==> src/rtl/obuftds_bus_sched_if.sv <==
// Bus bundle between the requesters and the OBUFTDS lane scheduler.
// master = requester side, slave = scheduler side.
interface obuftds_bus_sched_if #(
    parameter int LANES = 2,
    parameter int NREQ  = 2
);
    logic [NREQ-1:0]       req;
    logic [NREQ*LANES-1:0] data;
    logic [NREQ-1:0]       last;
    logic [NREQ-1:0]       gnt;
    logic [LANES-1:0]      buf_i;
    logic [LANES-1:0]      buf_t;
    logic                  busy;
    logic                  abort;

    modport master (
        output req, data, last,
        input  gnt, buf_i, buf_t, busy, abort
    );

    modport slave (
        input  req, data, last,
        output gnt, buf_i, buf_t, busy, abort
    );
endinterface

==> src/rtl/obuftds_bus_sched.sv <==
// Round-robin owner scheduler for shared differential tristate lanes.
// One driver at a time, fixed tristated gap, bounded tenure.
module obuftds_bus_sched #(
    parameter int LANES    = 2,
    parameter int NREQ     = 2,
    parameter int TURN     = 2,
    parameter int MAX_HOLD = 16
) (
    input  logic              clk,
    input  logic              rst,
    obuftds_bus_sched_if.slave bus
);
    localparam int PW = (NREQ > 1) ? $clog2(NREQ) : 1;
    localparam int CW = $clog2(MAX_HOLD + 1);
    localparam int TW = $clog2(TURN + 1);

    typedef enum logic [1:0] {
        ST_IDLE,
        ST_DRIVE,
        ST_TAIL,
        ST_TURN
    } state_t;

    state_t           st_q, st_d;
    logic [NREQ-1:0]  gnt_q, gnt_d;
    logic [LANES-1:0] bi_q, bi_d;
    logic             bt_q, bt_d;
    logic             ab_q, ab_d;
    logic [PW-1:0]    own_q, own_d;
    logic [PW-1:0]    ptr_q, ptr_d;
    logic [CW-1:0]    cnt_q, cnt_d;
    logic [TW-1:0]    tc_q, tc_d;

    logic [PW-1:0]    win;
    logic             any_req;
    logic             own_req;
    logic             own_last;
    logic [LANES-1:0] own_data;
    logic [PW-1:0]    nxt_ptr;
    logic             grab;

    function automatic logic [PW-1:0] rr_idx(logic [PW-1:0] base, int k);
        int j;
        j = int'(base) + k;
        if (j >= NREQ) j = j - NREQ;
        return PW'(j);
    endfunction

    // First requester at or after the pointer, wrapping.
    always_comb begin
        win     = '0;
        any_req = 1'b0;
        for (int k = 0; k < NREQ; k++) begin
            if (!any_req && bus.req[rr_idx(ptr_q, k)]) begin
                any_req = 1'b1;
                win     = rr_idx(ptr_q, k);
            end
        end
    end

    // Select the current owner's request, last flag and beat.
    always_comb begin
        own_req  = 1'b0;
        own_last = 1'b0;
        own_data = '0;
        for (int r = 0; r < NREQ; r++) begin
            if (own_q == PW'(r)) begin
                own_req  = bus.req[r];
                own_last = bus.last[r];
                own_data = bus.data[r*LANES +: LANES];
            end
        end
        nxt_ptr = (int'(own_q) == NREQ - 1) ? '0 : own_q + PW'(1);
    end

    // Next state and next registered outputs.
    always_comb begin
        st_d  = st_q;
        gnt_d = gnt_q;
        bi_d  = bi_q;
        bt_d  = bt_q;
        ab_d  = 1'b0;
        own_d = own_q;
        ptr_d = ptr_q;
        cnt_d = cnt_q;
        tc_d  = tc_q;
        grab  = 1'b0;
        unique case (st_q)
            ST_IDLE: grab = any_req;
            ST_DRIVE: begin
                if (own_req) begin
                    bi_d  = own_data;
                    cnt_d = cnt_q + CW'(1);
                    if (own_last || int'(cnt_q) + 1 == MAX_HOLD) begin
                        gnt_d = '0;
                        st_d  = ST_TAIL;
                    end
                end else begin
                    gnt_d = '0;
                    bt_d  = 1'b1;
                    bi_d  = '0;
                    ab_d  = 1'b1;
                    st_d  = ST_TURN;
                    tc_d  = '0;
                    ptr_d = nxt_ptr;
                end
            end
            ST_TAIL: begin
                bt_d  = 1'b1;
                bi_d  = '0;
                st_d  = ST_TURN;
                tc_d  = '0;
                ptr_d = nxt_ptr;
            end
            ST_TURN: begin
                if (int'(tc_q) == TURN - 1) begin
                    grab = any_req;
                    if (!any_req) st_d = ST_IDLE;
                end else begin
                    tc_d = tc_q + TW'(1);
                end
            end
            default: st_d = ST_IDLE;
        endcase
        // Claim cycle: bus driven at idle level before the first beat.
        if (grab) begin
            st_d  = ST_DRIVE;
            gnt_d = NREQ'(1) << win;
            bt_d  = 1'b0;
            bi_d  = '0;
            cnt_d = '0;
            own_d = win;
        end
    end

    // State and output registers, tristated on reset.
    always_ff @(posedge clk or posedge rst) begin
        if (rst) begin
            st_q  <= ST_IDLE;
            gnt_q <= '0;
            bi_q  <= '0;
            bt_q  <= 1'b1;
            ab_q  <= 1'b0;
            own_q <= '0;
            ptr_q <= '0;
            cnt_q <= '0;
            tc_q  <= '0;
        end else begin
            st_q  <= st_d;
            gnt_q <= gnt_d;
            bi_q  <= bi_d;
            bt_q  <= bt_d;
            ab_q  <= ab_d;
            own_q <= own_d;
            ptr_q <= ptr_d;
            cnt_q <= cnt_d;
            tc_q  <= tc_d;
        end
    end

    assign bus.gnt   = gnt_q;
    assign bus.buf_i = bi_q;
    assign bus.buf_t = {LANES{bt_q}};
    assign bus.busy  = (st_q != ST_IDLE);
    assign bus.abort = ab_q;
endmodule
==> src/flat_wrapper.sv <==
// flat-port wrapper written by rule: the top's interface ports become plain ports
module obuftds_bus_sched_flat 
#(
    parameter int LANES    = 2,
    parameter int NREQ     = 2,
    parameter int TURN     = 2,
    parameter int MAX_HOLD = 16
)
  (clk, rst, bus_req, bus_data, bus_last, bus_gnt, bus_buf_i, bus_buf_t, bus_busy, bus_abort);
  obuftds_bus_sched_if #(.LANES(LANES), .NREQ(NREQ)) bus_i ();
  input  logic clk;
  input  logic rst;
  input wire logic [$bits(bus_i.req)-1:0] bus_req;
  input wire logic [$bits(bus_i.data)-1:0] bus_data;
  input wire logic [$bits(bus_i.last)-1:0] bus_last;
  output wire logic [$bits(bus_i.gnt)-1:0] bus_gnt;
  output wire logic [$bits(bus_i.buf_i)-1:0] bus_buf_i;
  output wire logic [$bits(bus_i.buf_t)-1:0] bus_buf_t;
  output wire logic [$bits(bus_i.busy)-1:0] bus_busy;
  output wire logic [$bits(bus_i.abort)-1:0] bus_abort;
  assign bus_i.req = bus_req;
  assign bus_i.data = bus_data;
  assign bus_i.last = bus_last;
  assign bus_gnt = bus_i.gnt;
  assign bus_buf_i = bus_i.buf_i;
  assign bus_buf_t = bus_i.buf_t;
  assign bus_busy = bus_i.busy;
  assign bus_abort = bus_i.abort;
  obuftds_bus_sched #(.LANES(LANES), .NREQ(NREQ), .TURN(TURN), .MAX_HOLD(MAX_HOLD)) u_core (.clk(clk), .rst(rst), .bus(bus_i));
endmodule
==> config.mk <==
export PLATFORM = sky130hd
export DESIGN_NAME = obuftds_bus_sched_flat
export DESIGN_NICKNAME = d
export VERILOG_FILES = /design/src/rtl/obuftds_bus_sched_if.sv /design/src/rtl/obuftds_bus_sched.sv /design/src/flat_wrapper.sv
export SDC_FILE = /design/constraint.sdc
export NUM_CORES = 1
export LEC_CHECK = 0
export BUFFER_PORTS_ARGS = -buffer_cell sky130_fd_sc_hd__buf_2
export CAP_MARGIN = 25
export CORE_MARGIN = 2
export CORE_UTILIZATION = 55
export CTS_CLUSTER_DIAMETER = 30
export CTS_CLUSTER_SIZE = 30
export DETAILED_ROUTE_END_ITERATION = 12
export PLACE_DENSITY = 0.78
export SYNTH_ARGS = -nofsm -noshare
export SYNTH_HDL_FRONTEND = slang
export SYNTH_SLANG_ARGS = --single-unit
==> constraint.sdc <==
create_clock -name clk -period 3.1 [get_ports clk]
set_clock_uncertainty 0.1 [all_clocks]
set_input_delay 0.155 -clock clk [delete_from_list [all_inputs] [get_ports clk]]
set_output_delay 0.155 -clock clk [all_outputs]
set_load 0.005 [all_outputs]
==> results.txt <==
Nature of the critical path endpoint - flip-flop
Setup Viol. Count Final - 0
CTS sink cnt - 17
CP arrival - 2360 ps
DRT Pass-1 Iters - 4
Max-cap violation count - 0
Count of flip-flops with a built-in enable after synthesis - 0
DIE AREA - 2260 um2
Pwr dens - 935 nW/um2
Hold path start - bus_req[1]
Final Power - 1.08 mW
Hold Crit Class - in -> reg
Via Count - 800
Clock Tree Root - clkbuf_4
Top cells by area, synth - dfrtp_1, ha_1, nand2_1
Yosys warns - 0
DR vias/cell - 5.33
Initial antenna violation count - 0
WL per Instance - 13.0 um
Initial core utilization - 59.7%
Worst Path Class, Setup - reg -> reg
Synth Cell Area - 1040 um2
Final Util - 66.1%
Lkg Pwr - 0.545 nW
Worst slew pin tran - 634 ps
Diodes inserted - 0
Reg area - 427 um2
Fin crit share - 72.8%
Gr ovfl total - 0
Remaining DRCs - 0
Total wire length - 1950 um
Comb pwr share - 52.9%
Seq pwr share - 36.0%
Worst Path Required - 3200 ps
Clock buffer depth - 2
RSZ-0062 raised after global routing - false
Max frequency - 443 MHz
Setup WS pre-CTS - 838 ps
Core ar. - 1750 um2
Post-DP HPWL - 1530 um
Post-CTS sizing - 0
CP startpoint kind - flip-flop
Register bit total from synthesis - 17
Synth Instances - 108
Gr usage total - 22.2%
Clk slew on worst S/H paths - 100 ps
Worst hold slack - 106 ps
Cts bufs inserted - 3
Post-synth ARST share - 100%
Hold EP - u_core.bus.gnt[1]$_DFFE_PP0P_
RD Place Congestion - 0.838
Yosys top cell by area - dfrtp_1
Mean post-synth cell area - 9.65 um2
Seq/Total Area, Yosys - 40.9%
Sw Pwr - 471 uW
IO buf count - 17
Relative slew slack - 57.7%
CTS H-tree lvls - 1
CTS tree - done
ANT nets after route - 0
FF-to-FF Start - u_core.st_q[0]$_DFFE_PP0P_
Clock power frac - 11.1%
Vias in the first global route - 778
Share of the synthesized area in the top cell type - 38.4%
Outcome - finished clean
Sum Neg Setup Slack - 0 ps
Layout cells sized above 1 - 21.6%
Layout Nets - 144
Clock Latency Late Sink - 290 ps
Multi-input gate area - 552 um2
Syn nets - 126
FILL cells - 141
# Post-CTS Setup Buffers - 0
Most common cell in the synthesized netlist - dfrtp_1
Largest net degree at the start of global routing - 18
Worst hold path cell count - 3
R2R depth - 6
Hold Violations, Final - 0
Crit-path max FO - 12
Flop-to-flop setup slack - 840 ps
Row count - 15
1st-iter DRT viols - 11
Number of placed I/O pins - 18
FF-to-FF End - u_core.bus.gnt[0]$_DFFE_PP0P_
Final Slew Violations - 0
Final min period - 2260 ps
Top post-synthesis cells by count - dfrtp_1, nand2_1, nor2_1, a21oi_1, ha_1
First-pass GRT wire length - 3450 um
Yosys cell types - 37
Worst setup margin - 843 ps
Die Wd - 47.5 um
Area growth syn-to-layout - 10.7%
VDD IR-drop max - 0.707 mV
Synth Flop Type - dfrtp_1
Switching share of power - 43.7%
Die Y - 47.5 um
Internal Pwr Total - 607 uW
==> repair_timing <==
item,in CTS,in global routing
setup endpoints to repair,0,0
endpoints found under the hold margin,16,0
hold buffers,1,0
==> layer usage <==
layer / vias up / track usage (%) / part of all wire (%)
met5: - / 0 / 0
met4: 0 / 8.11 / 1.5
met1: 367 / 29.8 / 46
met2: 16 / 35.7 / 49
li1: 413 / - / -
met3: 4 / 4.53 / 3.0
==> power groups by stage <==
stage               combinational (mW)  clock [mW]  sequential (mW)
floorplan                        0.483           0            0.366
global placement                 0.560           0            0.386
detailed placement               0.571           0            0.393
CTS                              0.574       0.122            0.388
global route                     0.662       0.132            0.402
finish                           0.570       0.120            0.388
==> critical path: stages (launching register included) <==
cell     delay [ps]
dfrtp_1         420
inv_1           130
ha_1            450
or2_1           310
nor2_1          410
o21ai_1         150
a21o_1          200
==> worst max-delay path by stage <==
stage | cells past startpoint | endpoint | slack (ps) | from
2_1_floorplan | 7 | u_core.st_q[0]$_DFFE_PP0P_ | 1160 | u_core.st_q[0]$_DFFE_PP0P_
3_3_place_gp | 6 | u_core.bus.gnt[0]$_DFFE_PP0P_ | 940 | u_core.st_q[0]$_DFFE_PP0P_
3_5_place_dp | 6 | u_core.bus.gnt[0]$_DFFE_PP0P_ | 840 | u_core.st_q[0]$_DFFE_PP0P_
4_1_cts | 6 | u_core.bus.gnt[0]$_DFFE_PP0P_ | 830 | u_core.st_q[0]$_DFFE_PP0P_
5_1_grt | 6 | u_core.st_q[0]$_DFFE_PP0P_ | 670 | u_core.st_q[0]$_DFFE_PP0P_
6_report | 6 | u_core.bus.gnt[0]$_DFFE_PP0P_ | 840 | u_core.st_q[0]$_DFFE_PP0P_
==> cells in the final DEF, fill, tap and decap left out, types with 2 or more instances in the layout <==
cell,count
buf_2,17
dfrtp_1,16
nand2_1,13
nor2_1,9
a21oi_1,8
ha_1,8
inv_1,6
o21ai_1,5
nand3_1,3
xor2_1,3
clkbuf_4,3
nor2b_1,2
nand2b_1,2
o21ai_0,2
a31oi_1,2
o41ai_1,2
nand4_1,2
mux2_2,2
==> state kept, by name (all words and copies together), names as in the netlist <==
register and flops:
u_core.bt_q 1, u_core.bus.abort 1, u_core.bus.buf_i 2, u_core.bus.gnt 2
u_core.cnt_q 5, u_core.own_q 1, u_core.ptr_q 1, u_core.st_q 2
u_core.tc_q 2
==> logic make-up (layout without fill, tap and decap cells) <==
family	Yosys count	count (layout)	share of synthesized area, %
AOI/OAI and AO/OA	28	28	17.4
xor gates and xnor gates	4	4	3.36
adders and majority gates	8	8	9.60
buffers and inverters	11	28	6.12
DFF	17	17	40.9
muxes	4	4	5.28
and+or+nand+nor	36	36	17.3
==> per-stage QoR <==
| step | instances | instance area, um2 |
|---|---|---|
| 2_1_floorplan | 108 | 1040 |
| 3_3_place_gp | 145 | 1120 |
| 3_5_place_dp | 145 | 1120 |
| 4_1_cts | 150 | 1150 |
| 5_1_grt | 150 | 1150 |
| 6_report | 150 | 1150 |
==> cell type report <==
| class | count | share of cell area (%) |
|---|---|---|
| Multi-Input combinational cell | 80 | 47.8 |
| Sequential cell | 17 | 37.0 |
| Timing Repair Buffer | 18 | 8.24 |
| Tap cell | 25 | 2.71 |
| Clock buffer | 4 | 2.28 |
| Inverter | 6 | 1.95 |
Power figures use the tool's default switching activity.
